`config.mk`:
```
export PLATFORM = sky130hd
export DESIGN_NAME = uc_multiciclo
export DESIGN_NICKNAME = d
export VERILOG_FILES = /design/src/rtl/uc_multiciclo.sv
export SDC_FILE = /design/constraint.sdc
export NUM_CORES = 1
export LEC_CHECK = 0
export BUFFER_PORTS_ARGS = -buffer_cell sky130_fd_sc_hd__buf_2
export CAP_MARGIN = 0
export CORE_UTILIZATION = 42
export CTS_CLUSTER_SIZE = 24
export DETAILED_ROUTE_END_ITERATION = 10
export GPL_TIMING_DRIVEN = 0
export MAX_ROUTING_LAYER = met4
export PLACE_DENSITY = 0.83
export SYNTH_ARGS = -nofsm -noshare
export SYNTH_HDL_FRONTEND = slang
export SYNTH_SLANG_ARGS = --single-unit
```
`constraint.sdc`:
```
create_clock -name clk -period 2.2 [get_ports clk]
set_input_delay 0.11 -clock clk [delete_from_list [all_inputs] [get_ports clk]]
set_output_delay 0.11 -clock clk [all_outputs]
set_load 0.05 [all_outputs]
```
`src/rtl/uc_multiciclo.sv`:
```
// Multicycle control unit for the PC_FD/FD datapath: latches the fetched word into IR and
// sequences LW/SW/ADD/SUB/ADDI/BEQ through FETCH/DECODE/EXEC/MEM/WB.
module uc_multiciclo (
  input  logic        clk,
  input  logic        reset,
  input  logic        start,
  input  logic        halt,
  input  logic [31:0] instruction,
  input  logic        zero,
  output logic        inc,
  output logic        load,
  output logic [4:0]  Ra,
  output logic [4:0]  Rb,
  output logic [4:0]  Rw,
  output logic        WE_reg,
  output logic        WE_mem,
  output logic        OP_MEM,
  output logic        ADD_SUB,
  output logic [31:0] OFFSET,
  output logic        busy,
  output logic        done,
  output logic        illegal
);

  typedef enum logic [2:0] {
    S_IDLE, S_FETCH, S_DECODE, S_EXEC, S_MEM, S_WB, S_ERROR
  } state_t;

  localparam logic [6:0] OP_R    = 7'b0110011;
  localparam logic [6:0] OP_I    = 7'b0010011;
  localparam logic [6:0] OP_LOAD = 7'b0000011;
  localparam logic [6:0] OP_STOR = 7'b0100011;
  localparam logic [6:0] OP_BR   = 7'b1100011;

  state_t      state_q;
  logic [31:0] ir_q;
  logic        done_q;
  logic        illegal_q;

  logic [6:0] opcode;
  logic [2:0] funct3;
  logic [6:0] funct7;
  logic       is_add, is_sub, is_addi, is_lw, is_sw, is_beq, is_legal;

  assign opcode = ir_q[6:0];
  assign funct3 = ir_q[14:12];
  assign funct7 = ir_q[31:25];

  assign is_add   = (opcode == OP_R)    && (funct3 == 3'b000) && (funct7 == 7'b0000000);
  assign is_sub   = (opcode == OP_R)    && (funct3 == 3'b000) && (funct7 == 7'b0100000);
  assign is_addi  = (opcode == OP_I)    && (funct3 == 3'b000);
  assign is_lw    = (opcode == OP_LOAD) && (funct3 == 3'b010);
  assign is_sw    = (opcode == OP_STOR) && (funct3 == 3'b010);
  assign is_beq   = (opcode == OP_BR)   && (funct3 == 3'b000);
  assign is_legal = is_add | is_sub | is_addi | is_lw | is_sw | is_beq;

  always_ff @(posedge clk or posedge reset) begin
    if (reset) begin
      state_q   <= S_IDLE;
      ir_q      <= '0;
      done_q    <= 1'b0;
      illegal_q <= 1'b0;
    end else begin
      done_q <= 1'b0;
      case (state_q)
        S_IDLE:   if (start) state_q <= S_FETCH;
        S_FETCH: begin
          if (halt) begin
            done_q  <= 1'b1;
            state_q <= S_IDLE;
          end else begin
            ir_q    <= instruction;
            state_q <= S_DECODE;
          end
        end
        S_DECODE: begin
          if (is_legal) begin
            state_q <= S_EXEC;
          end else begin
            illegal_q <= 1'b1;
            state_q   <= S_ERROR;
          end
        end
        S_EXEC: begin
          if (is_beq)              state_q <= S_FETCH;
          else if (is_lw || is_sw) state_q <= S_MEM;
          else                     state_q <= S_WB;
        end
        S_MEM:    state_q <= is_lw ? S_WB : S_FETCH;
        S_WB:     state_q <= S_FETCH;
        S_ERROR:  state_q <= S_ERROR;
        default:  state_q <= S_IDLE;
      endcase
    end
  end

  assign Ra      = ir_q[19:15];
  assign Rb      = ir_q[24:20];
  assign Rw      = ir_q[11:7];
  assign busy    = (state_q != S_IDLE) && (state_q != S_ERROR);
  assign done    = done_q;
  assign illegal = illegal_q;

  // Immediate format follows the opcode; R-type and unknown opcodes yield zero.
  always_comb begin
    OFFSET = '0;
    case (opcode)
      OP_I, OP_LOAD: OFFSET = {{20{ir_q[31]}}, ir_q[31:20]};
      OP_STOR:       OFFSET = {{20{ir_q[31]}}, ir_q[31:25], ir_q[11:7]};
      OP_BR:         OFFSET = {{19{ir_q[31]}}, ir_q[31], ir_q[7], ir_q[30:25], ir_q[11:8], 1'b0};
      default:       OFFSET = '0;
    endcase
  end

  always_comb begin
    inc     = 1'b0;
    load    = 1'b0;
    WE_reg  = 1'b0;
    WE_mem  = 1'b0;
    OP_MEM  = 1'b0;
    ADD_SUB = 1'b0;
    case (state_q)
      S_EXEC: begin
        ADD_SUB = is_sub | is_beq;
        load    = is_beq & zero;
        inc     = is_beq & ~zero;
      end
      S_MEM: begin
        OP_MEM = is_lw;
        WE_mem = is_sw;
        inc    = is_sw;
      end
      S_WB: begin
        WE_reg = (Rw != 5'd0);
        inc    = 1'b1;
      end
      default: ;
    endcase
  end

endmodule

```
==> results by group <==
Status
  – Status: finished clean

Synth
  – Synthesized Nets: 216
  – EDFF count, synth: 0
  – Synth area leaders: dfrtp_1 (45%), mux2_2 (13%), buf_4 (12%)
  – Syn_area_per_cell: 11.6 um2
  – Asr flop ratio synth: 1.00
  – Post-synthesis cell count: between 150 and 200
  – Yosys warns: 0
  – Area share of the largest cell type after synthesis: 0.447
  – Mapped Area: 2070 um2
  – Ys flop type: dfrtp_1
  – Yosys cell types: 37
  – Yosys top cell by area: dfrtp_1
  – Register area share after synthesis: 0.447
  – Synthesized flop and latch total: 37

Timing
  – Final Hold Fails: 0
  – Actual slew at the worst max-slew pin: 0.775 ns
  – Clk_skew: 0.00870 ns
  – RSZ-0062 raised after global routing: yes
  – Final setup violation count: 0
  – Max Clk Rate: 473 MHz
  – Slew Viols, Final: 0
  – Final min period: ~2.1 ns
  – Hold WS: ~0.026 ns
  – Rel. slew slack: 0.483
  – Setup_tns: 0 ns
  – Period utilization: 0.961

Worst setup path
  – Arrival @ worst endpoint: 2.00 ns
  – CP Capture Type: output port
  – Critical path required time: roughly 2.1 ns
  – CP Launch Type: flop
  – Critical path type: flop to output port
  – Crit Path Max Fanout: 6

Finish
  – Multi-input gate area: 958 um2
  – Post-route core utilization: 0.611
  – Layout area overhead: 39.2%
  – Ant diodes: 0
  – Post-route cell area: 2880 um2
  – Layout Nets: 323
  – FILL cells: 408
  – Seq. cell area: 926 um2
  – Share of cells above drive strength 1: 0.662

Power and ir drop
  – Internal power: 2.22 mW
  – Net Sw Frac: 0.468
  – Leakage Power: 1.46 nW
  – Total power: 4.18 mW
  – Max IR drop VDD: slightly below 0.8 mV
  – PD cells: roughly 1400 nW/um2
  – Switch Pwr: 1.95 mW
  – Share of power burned in registers: 0.324
  – Clk pwr share: 0.107
  – Combinational group share of total power: 0.569

Global routing
  – Global-route wire length before repair: 7.67 mm
  – Total Routing Usage GR: 0.203
  – Initial antenna violation count: 0
  – Largest net degree at the start of global routing: 38
  – Grt ovf: 0
  – Met1 usage: 0.231
  – Met3 Use GR: 0.0486
  – Vias in the first global route: 1647
  – Met2 GRT Util: 0.331
  – Top Usage Layer GRT: met2

Detailed routing
  – WL final: ~5 mm
  – Drt pass-1 iters: 4
  – Avg WL per Cell: between 10 and 15 um
  – DR iter-0 viols: 53
  – Remaining antenna violation count: 0
  – Routed via count: 1715
  – DRC errors left: 0
  – Vias/cell: between 4 and 5

Floorplanning
  – Starting density of the core: 0.439
  – Die ar.: between 5000 and 6000 um2
  – Core region area: 4720 um2
  – Top-level port count: 93
  – Die H: 72.2 um
  – Die width: 72.2 um
  – Rows: 25

Placement
  – HPWL after DPL: 3.55 mm
  – Final GP Congestion: 0.925
  – Placement Cell Area: 2650 um2
  – Port bufs: 92

Clock tree
  – CTS tree: done
  – Htree depth: 2
  – Clk Tree Root Cell: clkbuf_8
  – Total CTS buffers: 5
  – Clk_lat worst skew: 0.29 ns
  – Bufs on Longest Clock Path: 2
  – CTS sink cnt: 37
  – Clk slew on worst S/H paths: 0.07 ns

Hold path
  – Type of the tightest min-delay check: input port to flop

Job
  – Max_cap viols: 0
==> cells by family (layout without fill, tap and decap cells) <==
| kind of cell | after synthesis | count (layout) | share of synthesized area |
|---|---|---|---|
| muxes | 31 | 31 | 0.181 |
| and+or+nand+nor | 47 | 50 | 0.150 |
| AOI/OAI and AO/OA | 20 | 20 | 0.0700 |
| DFF | 37 | 37 | 0.447 |
| buffers and inverters | 44 | 149 | 0.152 |
==> layout make-up <==
type | instances | area share
Buffer | 39 | 0.103
Clock buffer | 6 | 0.0252
Clock inverter | 2 | 0.00347
Inverter | 5 | 0.00651
Multi-Input combinational cell | 101 | 0.332
Sequential cell | 37 | 0.321
Tap cell | 67 | 0.0291
Timing Repair Buffer | 97 | 0.180
==> state kept, by name, indices dropped and copies added, names as in the netlist <==
register  cells
done          1
illegal       1
state_q       3
ir_q         32
==> cells in the mapped netlist, types with 2 or more instances <==
cell and n:
a22o_1 4, dfrtp_1 37, nor4_1 3, mux2_2 24
o21ai_0 3, clkbuf_1 2, buf_4 34, nand2b_1 2
and4_1 2, nor3b_1 2, nand3_1 5, nor2_1 5
nor4b_1 2, o211ai_1 2, nand2_1 4, nor2b_1 9
buf_6 3, inv_1 4, a21o_1 2, nor3_1 5
mux2_4 7, a21oi_1 2, nor3_2 2
==> cells in the final DEF (no fill, tap or decap), types with 4 or more instances in the layout <==
cell,instances
clkbuf_8,5
buf_2,85
mux2_4,7
dfrtp_1,37
buf_4,38
nor2_1,4
nor2b_4,4
clkbuf_4,7
nor2b_1,8
a22o_1,4
nand2_1,4
mux2_2,24
nand3_1,5
==> layer usage <==
| metal | vias up | share of wire |
|---|---|---|
| met5 | - | 0 |
| met4 | 0 | 0.031 |
| met3 | 14 | 0.066 |
| met2 | 78 | 0.50 |
| met1 | 795 | 0.40 |
| li1 | 828 | - |
==> worst paths after layout <==
path | from | endpoint | slack (ns) | cells past startpoint
setup reg to reg | state_q[0]$_DFFE_PP0P_ | ir_q[21]$_DFFE_PP0P_ | 0.17 | 4
min in group asynchronous | reset | ir_q[21]$_DFFE_PP0P_ | 0.53 | 3
hold reg to reg | illegal$_DFFE_PP0P_ | illegal$_DFFE_PP0P_ | 0.47 | 1
max in group asynchronous | reset | ir_q[4]$_DFFE_PP0P_ | 1.18 | 3
setup / recovery | ir_q[4]$_DFFE_PP0P_ | inc | 0.09 | 5
hold / removal | instruction[5] | ir_q[5]$_DFFE_PP0P_ | 0.03 | 3
==> critical path, stage by stage (launching register included) <==
cell	delay, ns
dfrtp_1	0.47
nor4b_4	0.35
nor3b_1	0.31
nand2_1	0.17
o22ai_2	0.17
clkbuf_4	0.25
==> stage by stage <==
stage / cells / worst slack (ns)
after global placement: 338 / -0.210
after global routing: 354 / -0.00840
after detailed placement: 338 / -0.259
after CTS: 352 / 0.0369
final: 354 / 0.0864
after floorplan: 179 / 0.106
==> power groups by stage <==
stage	logic (mW)	clock network [mW]	registers (mW)
2_1_floorplan	1.90	0	1.24
3_3_place_gp	2.23	0	1.30
3_5_place_dp	2.27	0	1.32
4_1_cts	2.36	0.461	1.35
5_1_grt	2.50	0.494	1.41
6_report	2.38	0.448	1.35
==> what timing repair did <==
action,CTS,global route
gates cloned,3,0
endpoints found under the setup margin,29,9
buffers inserted,2,2
hold buffers,1,0
hold endpoints to repair,37,0
pin swaps,3,1
resized for setup,11,8
Power figures use the tool's default switching activity.
